<file path="config.mk">
export PLATFORM = sky130hd
export DESIGN_NAME = mem_arbiter
export DESIGN_NICKNAME = d
export VERILOG_FILES = /design/src/rtl/mem_arbiter_pkg.sv /design/src/rtl/mem_arbiter.sv
export SDC_FILE = /design/constraint.sdc
export NUM_CORES = 1
export LEC_CHECK = 0
export BUFFER_PORTS_ARGS = -buffer_cell sky130_fd_sc_hd__buf_2
export CAP_MARGIN = 20
export CORE_MARGIN = 5
export CORE_UTILIZATION = 39
export DETAILED_ROUTE_END_ITERATION = 6
export PLACE_DENSITY = 0.7
export SYNTH_ARGS = -nofsm -noshare
export SYNTH_HDL_FRONTEND = slang
export SYNTH_SLANG_ARGS = --single-unit
</file>
<file path="constraint.sdc">
create_clock -name clk -period 1.8 [get_ports clk]
set_input_delay 0.09 -clock clk [delete_from_list [all_inputs] [get_ports clk]]
set_output_delay 0.09 -clock clk [all_outputs]
set_load 0.1 [all_outputs]
</file>
<file path="src/rtl/mem_arbiter_pkg.sv">
// Shared bus definitions for the memory arbiter.
//   ADDR_W / DATA_W / SEL_W : external bus address, data and byte-select widths
//   arb_state_e             : arbiter FSM state encoding
package mem_arbiter_pkg;

  localparam int ADDR_W = 32;
  localparam int DATA_W = 32;
  localparam int SEL_W  = 4;

  typedef enum logic [1:0] {
    ST_IDLE = 2'd0,
    ST_DATA = 2'd1,
    ST_INST = 2'd2
  } arb_state_e;

endpackage

</file>
<file path="src/rtl/mem_arbiter.sv">
// Single-port memory arbiter: serializes instruction fetches and data accesses
// onto one ack-based external bus, data side first, and holds the pipeline
// (stall_req) until every access requested in the current cycle has completed.
// Ports:
//   clk, rst                         clock, synchronous active-high reset
//   if_en, if_addr, if_rdata         fetch request / address / returned instruction
//   mem_en, mem_write_en, mem_addr,
//   mem_wdata, mem_rdata             data request / strobes / address / store / load data
//   stall_req                        combinational pipeline hold request
//   bus_req, bus_we, bus_addr,
//   bus_wdata                        registered bus request outputs
//   bus_rdata, bus_ack               bus read data and one-cycle completion strobe
module mem_arbiter
  import mem_arbiter_pkg::*;
(
  input  logic              clk,
  input  logic              rst,
  input  logic              if_en,
  input  logic [ADDR_W-1:0] if_addr,
  output logic [DATA_W-1:0] if_rdata,
  input  logic              mem_en,
  input  logic [SEL_W-1:0]  mem_write_en,
  input  logic [ADDR_W-1:0] mem_addr,
  input  logic [DATA_W-1:0] mem_wdata,
  output logic [DATA_W-1:0] mem_rdata,
  output logic              stall_req,
  output logic              bus_req,
  output logic [SEL_W-1:0]  bus_we,
  output logic [ADDR_W-1:0] bus_addr,
  output logic [DATA_W-1:0] bus_wdata,
  input  logic [DATA_W-1:0] bus_rdata,
  input  logic              bus_ack
);

  arb_state_e        state_reg, state_next;
  logic              bus_req_reg, bus_req_next;
  logic [SEL_W-1:0]  bus_we_reg, bus_we_next;
  logic [ADDR_W-1:0] bus_addr_reg, bus_addr_next;
  logic [DATA_W-1:0] bus_wdata_reg, bus_wdata_next;
  logic [DATA_W-1:0] if_rdata_reg, if_rdata_next;
  logic [DATA_W-1:0] mem_rdata_reg, mem_rdata_next;
  logic              mem_done_reg, mem_done_next;
  logic              if_done_reg, if_done_next;
  logic              mem_pend;
  logic              if_pend;

  // An access is pending while it is requested and has not yet been served
  // within the current stall window.
  assign mem_pend  = mem_en & ~mem_done_reg;
  assign if_pend   = if_en & ~if_done_reg;
  assign stall_req = mem_pend | if_pend;

  always_ff @(posedge clk) begin
    if (rst) begin
      state_reg     <= ST_IDLE;
      bus_req_reg   <= 1'b0;
      bus_we_reg    <= '0;
      bus_addr_reg  <= '0;
      bus_wdata_reg <= '0;
      if_rdata_reg  <= '0;
      mem_rdata_reg <= '0;
      mem_done_reg  <= 1'b0;
      if_done_reg   <= 1'b0;
    end else begin
      state_reg     <= state_next;
      bus_req_reg   <= bus_req_next;
      bus_we_reg    <= bus_we_next;
      bus_addr_reg  <= bus_addr_next;
      bus_wdata_reg <= bus_wdata_next;
      if_rdata_reg  <= if_rdata_next;
      mem_rdata_reg <= mem_rdata_next;
      mem_done_reg  <= mem_done_next;
      if_done_reg   <= if_done_next;
    end
  end

  always_comb begin
    state_next     = state_reg;
    bus_req_next   = bus_req_reg;
    bus_we_next    = bus_we_reg;
    bus_addr_next  = bus_addr_reg;
    bus_wdata_next = bus_wdata_reg;
    if_rdata_next  = if_rdata_reg;
    mem_rdata_next = mem_rdata_reg;
    mem_done_next  = mem_done_reg;
    if_done_next   = if_done_reg;

    case (state_reg)
      ST_IDLE: begin
        // bus_ack is deliberately not looked at here: a stale ack (e.g. one
        // that belonged to an access killed by reset) must not mark anything done.
        if (mem_pend) begin
          bus_req_next   = 1'b1;
          bus_addr_next  = mem_addr;
          bus_we_next    = mem_write_en;
          bus_wdata_next = mem_wdata;
          state_next     = ST_DATA;
        end else if (if_pend) begin
          bus_req_next   = 1'b1;
          bus_addr_next  = if_addr;
          bus_we_next    = '0;
          bus_wdata_next = '0;
          state_next     = ST_INST;
        end else begin
          bus_req_next   = 1'b0;
        end
      end
      ST_DATA: begin
        // Writes also capture bus_rdata; the load port simply reflects the
        // last completed data access.
        if (bus_ack) begin
          bus_req_next   = 1'b0;
          mem_done_next  = 1'b1;
          mem_rdata_next = bus_rdata;
          state_next     = ST_IDLE;
        end
      end
      ST_INST: begin
        if (bus_ack) begin
          bus_req_next  = 1'b0;
          if_done_next  = 1'b1;
          if_rdata_next = bus_rdata;
          state_next    = ST_IDLE;
        end
      end
      default: begin
        bus_req_next = 1'b0;
        state_next   = ST_IDLE;
      end
    endcase

    // Once nothing is outstanding the stall window is over; the flags reset
    // so the next request (even to the same address) is issued afresh. This
    // overrides a set from an ack whose requester has already gone away.
    if (!stall_req) begin
      mem_done_next = 1'b0;
      if_done_next  = 1'b0;
    end
  end

  assign bus_req   = bus_req_reg;
  assign bus_we    = bus_we_reg;
  assign bus_addr  = bus_addr_reg;
  assign bus_wdata = bus_wdata_reg;
  assign if_rdata  = if_rdata_reg;
  assign mem_rdata = mem_rdata_reg;

endmodule

</file>
==> summary.txt <==
Setup path
  – R2R setup slack: 70 ps
  – Cells along the critical path: nand2b_4, buf_12, mux2i_2, dlygate4sd3_1, o32ai_1
  – Buffers & Inverters on Critical Path: 2
  – CP Class: reg2reg
  – Worst r2r src: mem_done_reg
  – CP Capture Point: bus_addr[12]
  – CP required: 2090 ps
  – Cell depth of the worst setup path: 5
  – Critical path launch point: mem_done_reg
  – Critical path data arrival time: 2020 ps
  – R2r worst-path depth: 5
  – Crit. End Element: register
  – Worst path slowest cell: dlygate4sd3_1
  – Crit path largest cell delay: 610 ps
  – FF-to-FF End: bus_addr[12]
  – Crit path launch type: register
  – Critical Path Fanout Max: 12
  – Cell family with most CP delay: buffers and inverters

Timing
  – Setup Skew: 6.23 ps
  – Tightest Pin Transition: 953 ps
  – FMAX: 577 MHz
  – Setup TNS: 0 ps
  – Max-slew headroom: 36.2%
  – RSZ-0062 raised after global routing: no
  – Crit path time final: 1730 ps
  – Post-route clock period utilization: 96.3%
  – Final slew viol count: 0
  – Final hold vios: 0
  – Setup-failing EPs final: 0

Logic synthesis
  – Post-Syn Nets: 680
  – Synth warnings: 0
  – Netlist cell types: 31
  – Leading area contributor after synthesis: dfxtp_1
  – FFs w/ async S/R, synth: 0%
  – Most frequent cell after synthesis: dfxtp_1
  – Synth Flop Type: dfxtp_1
  – Post-synth top cells: dfxtp_1 (137), nand2_1 (132), a21oi_1 (66)
  – Cell area after synthesis: 5410 µm²
  – Post-synth EDFFs: 0
  – Register area share after synthesis: 50.7%
  – Number of synthesized register bits: 137
  – Post-Syn Area per Cell: 10.0 µm²
  – Synth top area share: 50.7%
  – Synth Instances: 540
  – Main area contributors after synthesis: dfxtp_1 (51%), nand2_1 (9.2%), o32ai_2 (9.0%)

Power and ir drop
  – Clock power frac: 33.1%
  – Overall Power: 0.0109 W
  – PwrDens: 1230 nW/µm²
  – Comb pwr share: 35.1%
  – Sequential power share: 31.8%
  – VDD IR-drop max: 626 µV
  – Switching part of the total: 39.8%
  – Switching power total: 0.00434 W
  – Internal power: 0.00657 W
  – Pleak: 4.02 nW

Finish
  – Multi-input logic area: 2260 µm²
  – Sequential cell area: 2740 µm²
  – Final-stage net count: 1069
  – Fraction of layout cells with a size suffix above 1: 37.9%
  – Final core utilization: 64.5%
  – FILL cells: 1065
  – Layout area overhead: 63.7%

Floorplan
  – Die Wd: 128 µm
  – Row cnt: 43
  – Starting density of the core: 39.4%
  – CORE AREA: 13700 µm²
  – Die area: 16300 µm²
  – I/O Pins: 271
  – Die Ht: 128 µm

CTS
  – CTS H-tree depth: 4
  – Inserted Clock Buffers: 17
  – CTS clk-pin slew, worst paths: 60 ps
  – CTS tree: built
  – Root Driver: clkbuf_16
  – CTS max path bufs: 2
  – Num Clock Sinks: 137
  – Worst-Skew Late Latency: 410 ps

Detailed routing
  – Final ANT Viol Nets: 0
  – Residual DRC: 0
  – Total length of routed wires: 17800 µm
  – Via count: 5517
  – DRT iter0 DRCs: 258
  – Vias per cell: 4.91
  – Drt wl/cell: 15.8 µm
  – Detailed Routing Iterations Pass 1: 7

Global routing
  – GRT Overall Usage: 21.1%
  – Met1 Use GR: 23.4%
  – Grt total ovfl: 0
  – Vias in the first global route: 5543
  – Most used routing layer: met2
  – Largest net degree at the start of global routing: 67
  – First-pass GRT wire length: 27600 µm
  – Met3 Use GR: 6.92%
  – M2 GR Usage: 35.8%
  – Initial antenna violation count: 2

Placed design
  – DP HPWL: 10500 µm
  – Placer Congestion: 0.784
  – Buffers added on ports: 270

Run
  – Total of max-cap violations: 0

Hold path
  – Worst hold path type: in2reg

Status
  – Status: complete, no violations
worst min path at each step:
stage / startpoint / to / slack, ps / depth (start not counted)
global route: if_addr[6] / bus_addr[6] / 20 / 3
global placement: mem_wdata[23] / bus_wdata[23] / 300 / 2
finish: if_addr[6] / bus_addr[6] / 20 / 3
CTS: if_addr[6] / bus_addr[6] / 4 / 3
floorplan: mem_wdata[0] / bus_wdata[0] / 220 / 1
detailed placement: mem_wdata[17] / bus_wdata[17] / 300 / 2
layout make-up:
| class | count | area share, % |
|---|---|---|
| clock buffers | 22 | 5.47 |
| clock inverters | 10 | 1.57 |
| inverters | 35 | 1.48 |
| repair buffers | 415 | 32.4 |
| flip-flops and latches | 137 | 31.0 |
| well taps | 180 | 2.54 |
| diodes | 2 | 0.0565 |
| multi-input cells | 323 | 25.5 |
power groups by stage:
| stage | sequential [W] | clock, W | combinational, W |
|---|---|---|---|
| global route | 0.00350 | 0.00385 | 0.00399 |
| CTS | 0.00346 | 0.00369 | 0.00379 |
| detailed placement | 0.00353 | 0 | 0.00357 |
| global placement | 0.00352 | 0 | 0.00355 |
| finish | 0.00347 | 0.00361 | 0.00383 |
| floorplan | 0.00552 | 0 | 0.000954 |
kinds of logic (layout without fill, tap and decap cells):
group / Yosys count / count (layout) / share of synthesized area (%)
simple gates: 145 / 145 / 11.0
fa+ha+maj: 3 / 3 / 0.694
mux: 32 / 32 / 5.92
flops: 137 / 137 / 50.7
compound gates: 143 / 143 / 23.8
buf+inv: 80 / 482 / 7.89
other cells: 0 / 2 / 0
placed cells by master, fill, tap and decap left out, drive strengths merged, types with 4 or more instances in the layout:
master / instances
mux2i: 32
buf: 283
nand2: 132
inv: 37
a32o: 36
dfxtp: 137
o32ai: 32
dlygate4sd3: 131
clkbuf: 23
clkinv: 4
a21oi: 66
tightest hold or removal path: cells and delay by family:
kind	cells	cell delay (ps)
buffers and inverters	1	80
AOI/OAI and AO/OA	1	120
muxes	1	90
layer usage:
layer | up-vias | wire length [µm]
li1 | 2670 | -
met1 | 2515 | 6770
met2 | 268 | 8670
met3 | 62 | 1560
met4 | 2 | 772
met5 | - | 13
metrics by stage:
stage	cell area, µm²	setup slack [ps]	instances	hold WS (ps)
2_1_floorplan	5410	272	540	216
3_3_place_gp	6860	215	956	300
3_5_place_dp	6860	158	956	303
4_1_cts	8800	50.4	1119	4.37
5_1_grt	8850	31.3	1123	23.3
6_report	8850	67.3	1124	17.2
timing repair:
| item | in CTS | in global routing |
|---|---|---|
| endpoints found under the hold margin | 132 | 0 |
| setup buffers | 0 | 2 |
| hold buffers | 131 | 0 |
| gates resized for setup | 1 | 3 |
| endpoints found under the setup margin | 1 | 2 |
| cloned | 0 | 1 |
Power figures use the tool's default switching activity.
